$ cat config.mk
export PLATFORM = sky130hd
export DESIGN_NAME = hazard_fwd_unit_flat
export DESIGN_NICKNAME = d
export VERILOG_FILES = /design/src/rtl/hazard_pkg.sv /design/src/rtl/hazard_fwd_unit_if.sv /design/src/rtl/hazard_fwd_unit_fwd_sel.sv /design/src/rtl/hazard_fwd_unit.sv /design/src/flat_wrapper.sv
export SDC_FILE = /design/constraint.sdc
export NUM_CORES = 1
export LEC_CHECK = 0
export CAP_MARGIN = 20
export CORE_MARGIN = 1.5
export CORE_UTILIZATION = 45
export DETAILED_ROUTE_END_ITERATION = 16
export GPL_TIMING_DRIVEN = 0
export MAX_ROUTING_LAYER = met4
export PLACE_DENSITY = 0.79
export SETUP_SLACK_MARGIN = 0.3
export SYNTH_ARGS = -nofsm -noshare
export SYNTH_HDL_FRONTEND = slang
export SYNTH_SLANG_ARGS = --single-unit
$ cat constraint.sdc
create_clock -name clk -period 6.45 [get_ports clk]
set_input_delay 1.29 -clock clk [delete_from_list [all_inputs] [get_ports clk]]
set_output_delay 1.29 -clock clk [all_outputs]
set_load 0.01 [all_outputs]
$ cat src/rtl/hazard_pkg.sv
// hazard_pkg: shared encodings for the pipeline hazard/forwarding controller.
package hazard_pkg;
    typedef enum logic {RUN, LU_STALL} state_t;
    localparam logic [1:0] FWD_RF    = 2'b00;
    localparam logic [1:0] FWD_EXMEM = 2'b01;
    localparam logic [1:0] FWD_MEMWB = 2'b10;
    localparam logic [2:0] LOAD_NONE = 3'b000;
endpackage

$ cat src/rtl/hazard_fwd_unit_if.sv
// hazard_fwd_unit_if: pipeline register fields into, and stall/flush/forward controls out of, the hazard unit.
interface hazard_fwd_unit_if #(
    parameter int CNT_W = 16
);
    logic [4:0]       ifid_rs1, ifid_rs2;
    logic             ifid_rs1_used, ifid_rs2_used;
    logic [4:0]       idex_rs1, idex_rs2, idex_rd;
    logic             idex_rf_wr_en;
    logic [2:0]       idex_dm_rd_ctrl;
    logic [4:0]       exmem_rd, memwb_rd;
    logic             exmem_rf_wr_en, memwb_rf_wr_en;
    logic             ex_redirect, mem_wait, cnt_clr;
    logic             pc_stall, ifid_stall, ifid_flush, e_flush, pipe_hold;
    logic [1:0]       fwd_a_sel, fwd_b_sel;
    logic [CNT_W-1:0] stall_cnt, flush_cnt;

    modport master (
        output ifid_rs1, ifid_rs2, ifid_rs1_used, ifid_rs2_used, idex_rs1, idex_rs2, idex_rd,
               idex_rf_wr_en, idex_dm_rd_ctrl, exmem_rd, memwb_rd, exmem_rf_wr_en, memwb_rf_wr_en,
               ex_redirect, mem_wait, cnt_clr,
        input  pc_stall, ifid_stall, ifid_flush, e_flush, pipe_hold, fwd_a_sel, fwd_b_sel,
               stall_cnt, flush_cnt
    );
    modport slave (
        input  ifid_rs1, ifid_rs2, ifid_rs1_used, ifid_rs2_used, idex_rs1, idex_rs2, idex_rd,
               idex_rf_wr_en, idex_dm_rd_ctrl, exmem_rd, memwb_rd, exmem_rf_wr_en, memwb_rf_wr_en,
               ex_redirect, mem_wait, cnt_clr,
        output pc_stall, ifid_stall, ifid_flush, e_flush, pipe_hold, fwd_a_sel, fwd_b_sel,
               stall_cnt, flush_cnt
    );
endinterface

$ cat src/rtl/hazard_fwd_unit_fwd_sel.sv
// fwd_sel: picks the EX operand source; the younger EX/MEM result beats MEM/WB.
module fwd_sel
    import hazard_pkg::*;
(
    input  logic [4:0] rs,
    input  logic [4:0] exmem_rd,
    input  logic       exmem_en,
    input  logic [4:0] memwb_rd,
    input  logic       memwb_en,
    output logic [1:0] sel
);
    assign sel = (exmem_en && exmem_rd != '0 && exmem_rd == rs) ? FWD_EXMEM :
                 (memwb_en && memwb_rd != '0 && memwb_rd == rs) ? FWD_MEMWB : FWD_RF;
endmodule

$ cat src/rtl/hazard_fwd_unit.sv
// hazard_fwd_unit: load-use stall FSM, redirect flush, memory-wait freeze, EX forwarding and perf counters.
module hazard_fwd_unit
    import hazard_pkg::*;
#(
    parameter int LOAD_STALL_CYC = 1,
    parameter int CNT_W          = 16
) (
    input logic              clk,
    input logic              rstn,
    hazard_fwd_unit_if.slave hz
);
    state_t           state, state_nxt;
    logic [2:0]       bub, bub_nxt;
    logic [CNT_W-1:0] stall_cnt, flush_cnt;
    logic             lu, stall_ev, flush_ev;
    logic             pc_stall, ifid_stall, ifid_flush, e_flush, pipe_hold;
    logic [1:0]       fwd_a, fwd_b;

    assign lu = hz.idex_dm_rd_ctrl != LOAD_NONE && hz.idex_rf_wr_en && hz.idex_rd != '0 &&
                ((hz.ifid_rs1_used && hz.ifid_rs1 == hz.idex_rd) ||
                 (hz.ifid_rs2_used && hz.ifid_rs2 == hz.idex_rd));

    always_comb begin
        state_nxt  = state;
        bub_nxt    = bub;
        pc_stall   = 1'b0;
        ifid_stall = 1'b0;
        ifid_flush = 1'b0;
        e_flush    = 1'b0;
        pipe_hold  = 1'b0;
        stall_ev   = 1'b0;
        flush_ev   = 1'b0;
        if (hz.mem_wait) begin
            pc_stall   = 1'b1;
            ifid_stall = 1'b1;
            pipe_hold  = 1'b1;
        end else if (hz.ex_redirect) begin
            ifid_flush = 1'b1;
            e_flush    = 1'b1;
            flush_ev   = 1'b1;
            state_nxt  = RUN;
            bub_nxt    = '0;
        end else if (state == LU_STALL) begin
            pc_stall   = 1'b1;
            ifid_stall = 1'b1;
            e_flush    = 1'b1;
            stall_ev   = 1'b1;
            bub_nxt    = bub - 3'd1;
            state_nxt  = (bub == 3'd1) ? RUN : LU_STALL;
        end else if (lu) begin
            pc_stall   = 1'b1;
            ifid_stall = 1'b1;
            e_flush    = 1'b1;
            stall_ev   = 1'b1;
            if (LOAD_STALL_CYC > 1) begin
                state_nxt = LU_STALL;
                bub_nxt   = 3'(LOAD_STALL_CYC - 1);
            end
        end
    end

    // Counters saturate at all-ones; clear wins over a same-cycle increment.
    always_ff @(posedge clk or negedge rstn) begin
        if (!rstn) begin
            state     <= RUN;
            bub       <= '0;
            stall_cnt <= '0;
            flush_cnt <= '0;
        end else begin
            state     <= state_nxt;
            bub       <= bub_nxt;
            stall_cnt <= hz.cnt_clr ? '0 : (stall_ev && !(&stall_cnt)) ? stall_cnt + 1'b1 : stall_cnt;
            flush_cnt <= hz.cnt_clr ? '0 : (flush_ev && !(&flush_cnt)) ? flush_cnt + 1'b1 : flush_cnt;
        end
    end

    fwd_sel u_fwd_a (.rs(hz.idex_rs1), .exmem_rd(hz.exmem_rd), .exmem_en(hz.exmem_rf_wr_en),
                     .memwb_rd(hz.memwb_rd), .memwb_en(hz.memwb_rf_wr_en), .sel(fwd_a));
    fwd_sel u_fwd_b (.rs(hz.idex_rs2), .exmem_rd(hz.exmem_rd), .exmem_en(hz.exmem_rf_wr_en),
                     .memwb_rd(hz.memwb_rd), .memwb_en(hz.memwb_rf_wr_en), .sel(fwd_b));

    // Controls are forced quiet for the whole time reset is held, not just from the next edge.
    assign hz.pc_stall   = rstn && pc_stall;
    assign hz.ifid_stall = rstn && ifid_stall;
    assign hz.ifid_flush = rstn && ifid_flush;
    assign hz.e_flush    = rstn && e_flush;
    assign hz.pipe_hold  = rstn && pipe_hold;
    assign hz.fwd_a_sel  = rstn ? fwd_a : FWD_RF;
    assign hz.fwd_b_sel  = rstn ? fwd_b : FWD_RF;
    assign hz.stall_cnt  = stall_cnt;
    assign hz.flush_cnt  = flush_cnt;
endmodule

$ cat src/flat_wrapper.sv
// flat-port wrapper written by rule: the top's interface ports become plain ports
module hazard_fwd_unit_flat import hazard_pkg::*;
#(
    parameter int LOAD_STALL_CYC = 1,
    parameter int CNT_W          = 16
)
  (clk, rstn, hz_ifid_rs1, hz_ifid_rs2, hz_ifid_rs1_used, hz_ifid_rs2_used, hz_idex_rs1, hz_idex_rs2, hz_idex_rd, hz_idex_rf_wr_en, hz_idex_dm_rd_ctrl, hz_exmem_rd, hz_memwb_rd, hz_exmem_rf_wr_en, hz_memwb_rf_wr_en, hz_ex_redirect, hz_mem_wait, hz_cnt_clr, hz_pc_stall, hz_ifid_stall, hz_ifid_flush, hz_e_flush, hz_pipe_hold, hz_fwd_a_sel, hz_fwd_b_sel, hz_stall_cnt, hz_flush_cnt);
  hazard_fwd_unit_if #(.CNT_W(CNT_W)) hz_i ();
  input logic clk;
  input logic rstn;
  input wire logic [$bits(hz_i.ifid_rs1)-1:0] hz_ifid_rs1;
  input wire logic [$bits(hz_i.ifid_rs2)-1:0] hz_ifid_rs2;
  input wire logic [$bits(hz_i.ifid_rs1_used)-1:0] hz_ifid_rs1_used;
  input wire logic [$bits(hz_i.ifid_rs2_used)-1:0] hz_ifid_rs2_used;
  input wire logic [$bits(hz_i.idex_rs1)-1:0] hz_idex_rs1;
  input wire logic [$bits(hz_i.idex_rs2)-1:0] hz_idex_rs2;
  input wire logic [$bits(hz_i.idex_rd)-1:0] hz_idex_rd;
  input wire logic [$bits(hz_i.idex_rf_wr_en)-1:0] hz_idex_rf_wr_en;
  input wire logic [$bits(hz_i.idex_dm_rd_ctrl)-1:0] hz_idex_dm_rd_ctrl;
  input wire logic [$bits(hz_i.exmem_rd)-1:0] hz_exmem_rd;
  input wire logic [$bits(hz_i.memwb_rd)-1:0] hz_memwb_rd;
  input wire logic [$bits(hz_i.exmem_rf_wr_en)-1:0] hz_exmem_rf_wr_en;
  input wire logic [$bits(hz_i.memwb_rf_wr_en)-1:0] hz_memwb_rf_wr_en;
  input wire logic [$bits(hz_i.ex_redirect)-1:0] hz_ex_redirect;
  input wire logic [$bits(hz_i.mem_wait)-1:0] hz_mem_wait;
  input wire logic [$bits(hz_i.cnt_clr)-1:0] hz_cnt_clr;
  output wire logic [$bits(hz_i.pc_stall)-1:0] hz_pc_stall;
  output wire logic [$bits(hz_i.ifid_stall)-1:0] hz_ifid_stall;
  output wire logic [$bits(hz_i.ifid_flush)-1:0] hz_ifid_flush;
  output wire logic [$bits(hz_i.e_flush)-1:0] hz_e_flush;
  output wire logic [$bits(hz_i.pipe_hold)-1:0] hz_pipe_hold;
  output wire logic [$bits(hz_i.fwd_a_sel)-1:0] hz_fwd_a_sel;
  output wire logic [$bits(hz_i.fwd_b_sel)-1:0] hz_fwd_b_sel;
  output wire logic [$bits(hz_i.stall_cnt)-1:0] hz_stall_cnt;
  output wire logic [$bits(hz_i.flush_cnt)-1:0] hz_flush_cnt;
  assign hz_i.ifid_rs1 = hz_ifid_rs1;
  assign hz_i.ifid_rs2 = hz_ifid_rs2;
  assign hz_i.ifid_rs1_used = hz_ifid_rs1_used;
  assign hz_i.ifid_rs2_used = hz_ifid_rs2_used;
  assign hz_i.idex_rs1 = hz_idex_rs1;
  assign hz_i.idex_rs2 = hz_idex_rs2;
  assign hz_i.idex_rd = hz_idex_rd;
  assign hz_i.idex_rf_wr_en = hz_idex_rf_wr_en;
  assign hz_i.idex_dm_rd_ctrl = hz_idex_dm_rd_ctrl;
  assign hz_i.exmem_rd = hz_exmem_rd;
  assign hz_i.memwb_rd = hz_memwb_rd;
  assign hz_i.exmem_rf_wr_en = hz_exmem_rf_wr_en;
  assign hz_i.memwb_rf_wr_en = hz_memwb_rf_wr_en;
  assign hz_i.ex_redirect = hz_ex_redirect;
  assign hz_i.mem_wait = hz_mem_wait;
  assign hz_i.cnt_clr = hz_cnt_clr;
  assign hz_pc_stall = hz_i.pc_stall;
  assign hz_ifid_stall = hz_i.ifid_stall;
  assign hz_ifid_flush = hz_i.ifid_flush;
  assign hz_e_flush = hz_i.e_flush;
  assign hz_pipe_hold = hz_i.pipe_hold;
  assign hz_fwd_a_sel = hz_i.fwd_a_sel;
  assign hz_fwd_b_sel = hz_i.fwd_b_sel;
  assign hz_stall_cnt = hz_i.stall_cnt;
  assign hz_flush_cnt = hz_i.flush_cnt;
  hazard_fwd_unit #(.LOAD_STALL_CYC(LOAD_STALL_CYC), .CNT_W(CNT_W)) u_core (.clk(clk), .rstn(rstn), .hz(hz_i));
endmodule
---- Yosys cells after proc, flatten, opt, wreduce, memory -nomap -nowiden ----
Cells that the tools add are included.
word-level totals
  register bits after elaboration ......... 36
  bits of input ports ..................... 48
  output and inout port bits .............. 41
  logic and storage cells ................. 70
operators by class
  add/sub/neg operators ................... 3
  equality and inequality tests ........... 7
  muxes and demuxes ....................... 25
  bitwise operators ....................... 1
  reductions and logical operators ........ 30
operators by type and width
  cell                     count
  $mux W16                 4
  $add A16 B1 Y16 const B  2
  $reduce_and A16 Y1       2
  $eq A5 B5 Y1             6
  $logic_and A1 B1 Y1      17
  $reduce_bool A5 Y1       3
  $mux W1                  13
  $mux W2                  6
  $mux W3                  2
  $reduce_bool A2 Y1       3
  $eq A3 B1 Y1 const B     1
  $reduce_bool A3 Y1       1
  $sub A3 B1 Y3 const B    1
  $logic_not A1 Y1         2
  $reduce_and A2 Y1        1
  $logic_or A1 B1 Y1       1
  $not A1 Y1               1

---- Logic depth before layout (Yosys ltp) ----
  depth after elaboration ................. 11
  depth in mapped cells ................... 10
  mapped depth without buffers ............ 8

---- Modules after synthesis ----
From an unflattened synthesis, not the netlist that was laid out.
unflattened totals
  cells, all modules ...................... 293
  area, all modules ....................... 2677.6 um^2
by module, submodules not included
  module           instances  cells each  area each (um^2)  seq. area each (um^2)
  hazard_fwd_unit  1          253         2374.8            900.9
  fwd_sel          2          20          151.4             0.0

---- Worst setup path before layout ----
Ideal clock, no wire load.
  path type ............................... input-to-output
  start point ............................. input port hz_exmem_rd[0]
  end point ............................... output port hz_fwd_a_sel[1]
  data arrival time ....................... 2.532 ns
  required time ........................... 5.160 ns
  path slack .............................. 2.628 ns
  stages on the path ...................... 4
  buffers on the path ..................... 0
  cells stage by stage .................... or4_1 -> o21ai_0 -> nor4_1 -> nor4_1
between the ends
  word-level cells in the longest chain between the ends .. 5
  elaborated cells on any way between the ends .. 6
  those cells by class .................... eq/ne (1); mux (2); reduce/logical (3)
ends and longest elaborated chain
  item                     RTL line                       source
  start, declared          flat_wrapper.sv:20             input wire logic [$bits(hz_i.exmem_rd)-1:0] hz_exmem_rd;
  $reduce_bool A5 Y1       hazard_fwd_unit_fwd_sel.sv:12  assign sel = (exmem_en && exmem_rd != '0 && exmem_rd == rs) ? FWD_EXMEM :
  $logic_and A1 B1 Y1      hazard_fwd_unit_fwd_sel.sv:12
  $logic_and A1 B1 Y1 (*)  hazard_fwd_unit_fwd_sel.sv:12
  $mux W2 (*)              hazard_fwd_unit_fwd_sel.sv:12
  $mux W2 (*)              hazard_fwd_unit.sv:88          assign hz.fwd_a_sel = rstn ? fwd_a : FWD_RF;
  end, declared            flat_wrapper.sv:32             output wire logic [$bits(hz_i.fwd_a_sel)-1:0] hz_fwd_a_sel;
Every way passes the cells marked *; elsewhere a longest branch is shown, timed or not.

---- Worst setup path after layout ----
Ends and elaborated chain as after synthesis.

==> flow_summary_export.csv <==
group,metric,value,unit
synth,ys_ff_latch,36,
route,ant_nets,0,
hold_path,hold_class,"reg -> reg",
sta,rsz0062_at_grt,"no",
cells_and_area,fin_nets,408,
sta,slew_viol_final,0,
worst_setup_path,critPathLaunchType,"primary input",
floorplanning,die_area,0.005699,mm^2
global_routing,grt-ovfl-total,0,
floorplanning,fp.dieH,75.49,um
power,p_sw,0.0001154,W
worst_setup_path,path_max_fanout,3,
power,pwr_density_cell,135.5,mW/mm^2
synth,synthTopCellsByCount,"dfrtp_1, xor2_1, nor2_1, nand2_1, nand3_1",
clocking,htreeDepth,2,
cells_and_area,fillers,429,
placement,numPortBuffers,86,
sta,setup_viol,0,
hold_path,hp-start,"u_core.bub[1]",
worst_setup_path,worstPathCellList,"clkdlybuf4s50_1 -> or4_1 -> o21ai_0 -> nor4_1 -> nor4_1 -> clkdlybuf4s50_1",
synth,synth_cells,262,
floorplanning,start_util,46.60,%
power,seqPwrFrac,50.0,%
clocking,cts_setup_buffers,0,
route,drt_pass1_iterations,4,
sta,worst_pin_slew,473.0,ps
route,drtIter0Drc,63,
synth,synth_top_area_share,38.10,%
sta,period_share,74.69,%
synth,avgSynthCellArea,9.026,um^2
worst_setup_path,crit_arrival,3530,ps
synth,yosysTopAreaCell,"dfrtp_1",
sta,period_minus_slack,4818,ps
sta,tns,0,ps
power,p_leak,1.338,nW
job,max_cap_viol_count,0,
route,drc,0,
power,power.total,0.0004615,W
worst_setup_path,regToRegStartpoint,"u_core.hz.stall_cnt[0]",
worst_setup_path,crit_required,5160,ps
worst_setup_path,setup.worst_path.end,"hz_fwd_a_sel[1]",
route,num_vias,2254,
global_routing,grt_antenna_before_repair,0,
worst_setup_path,cp-end-kind,"output pin",
power,p_sw_share,25.02,%
synth,synth_edf_count,0,
clocking,cts.reportedPaths.clkPinSlew,60,ps
synth,synth.most_common_cell,"dfrtp_1",
cells_and_area,fin_util,67.11,%
floorplanning,num_rows,26,
cells_and_area,drive_gt1_share,4.494,%
synth,yosysWarningCount,0,
clocking,clockBufferDepth,2,
route,post_drt_via_cell_ratio,5.291,
synth,async_flop_share,100.0,%
global_routing,grt_max_degree,38,
worst_setup_path,critPathKind,"in -> out",
sta,hold_viol,0,
route,drt_wl_total,5488,um
clocking,postCtsHoldBufs,0,
power,intPower,0.0003460,W
power,vdd_drop_max,94.23,uV
worst_setup_path,reg2reg_depth,10,
clocking,worstSkewPairLatency,290,ps
clocking,root_buffer,"clkbuf_8",
floorplanning,core-area,0.005075,mm^2
synth,synthFlopType,"dfrtp_1",
sta,fmax,207.6,MHz
cells_and_area,multi_input_area,0.001369,mm^2
clocking,cts_tree,"done",
cells_and_area,diodes,0,
worst_setup_path,r2r-end,"u_core.hz.stall_cnt[1]",
floorplanning,io_pins,89,
placement,dp_hpwl,4265,um
synth,ys_seq_area_share,38.10,%
run_status,status,"completed",
clocking,cts_buffers,5,
floorplanning,die_w,75.49,um
worst_setup_path,r2r_setup_slack,3810,ps
worst_setup_path,crit_path_max_incr_delay,600,ps
power,power_frac_comb,16.9,%
global_routing,grt_pass1_wl,9508,um
synth,synth_cell_types,41,
route,wire_per_inst,12.88,um
sta,slew_headroom,68.47,%
placement,gp_congestion,0.8332,
clocking,cts.sinks,36,
global_routing,grt_usage,21.77,%
clocking,postCtsResizedCells,0,
global_routing,grt_pass1_vias,2235,
synth,syn-num-nets,314,
synth,synth_area,0.002365,mm^2
worst_setup_path,crit_start,"hz_exmem_rd[0]",
worst_setup_path,slowest_stage,"clkdlybuf4s50_1",
synth,synth.area.top_cells,"dfrtp_1, xor2_1, nor2_1",
cells_and_area,final-seq-area,900.9,um^2
cells_and_area,syn2layout_area_growth,44.02,%
power,clockPowerShare,33.1,%
sta,skew,8.191,ps
sta,holdWs,511.0,ps
==> through the flow <==
step / cells / cell area, um^2 / worst slack, ps
after detailed placement: 419 / 3328 / 1615
after floorplan: 262 / 2365 / 2628
after global routing: 426 / 3406 / 1444
after CTS: 426 / 3406 / 1615
after global placement: 418 / 3313 / 442.2
final: 426 / 3406 / 1632
==> power groups by stage <==
stage               sequential (W)  clock [W]  combinational (W)
floorplan                 0.000235          0          0.0000285
global placement          0.000235          0          0.0000769
detailed placement        0.000235          0          0.0000790
CTS                       0.000231   0.000155          0.0000793
global route              0.000231   0.000165          0.0000866
finish                    0.000231   0.000153          0.0000781
==> cell usage in the layout (no fill, tap or decap), drive strengths merged, types with 8 or more instances in the layout <==
cell type	n
nand3	17
a21oi	12
xnor2	13
dfrtp	36
xor2	34
nor2	31
nor2b	8
o21ai	12
clkdlybuf4s50	85
or4	12
nand2	17
clkbuf	11
==> routing by layer <==
layer,vias to the layer above,wire [um],GRT usage (%)
li1,1109,-,-
met1,1071,2420,26.89
met2,67,2724,35.96
met3,7,287,4.630
met4,0,56,6.349
met5,-,0,-
==> cell families after synthesis <==
family                     share of synthesized area [%]
DFF                                                38.10
AOI/OAI and AO/OA                                  10.48
xor gates and xnor gates                           17.41
adders and majority gates                          2.116
muxes                                              1.799
and+or+nand+nor                                    26.08
buffers and inverters                              4.021
==> worst max-delay path: cells and delay by family <==
kind | cells | cell delay [ps]
buffers and inverters | 2 | 1070
AND/OR/NAND/NOR | 3 | 930
AO/OA/AOI/OAI | 1 | 240
==> registers in the layout, summed over array words and instances, names as in the netlist <==
| name | count |
|---|---|
| u_core.bub | 3 |
| u_core.hz.flush_cnt | 16 |
| u_core.hz.stall_cnt | 16 |
| u_core.state | 1 |
==> final cells by class <==
class / instances / area share (%)
Multi-Input combinational cell: 209 / 40.19
Clock inverter: 1 / 0.1470
Sequential cell: 36 / 26.45
Inverter: 7 / 0.7715
Clock buffer: 6 / 2.131
Tap cell: 70 / 2.572
Timing Repair Buffer: 87 / 25.72
Buffer: 10 / 2.021
==> worst min-delay path by stage <==
stage / cells past startpoint / slack [ps] / to
floorplan: 2 / 470 / u_core.bub[1]
global placement: 2 / 490 / u_core.bub[1]
detailed placement: 2 / 500 / u_core.bub[1]
CTS: 2 / 520 / u_core.bub[1]
global route: 1 / 550 / u_core.bub[0]
finish: 2 / 510 / u_core.bub[1]
(Power assumes the default switching activity.)
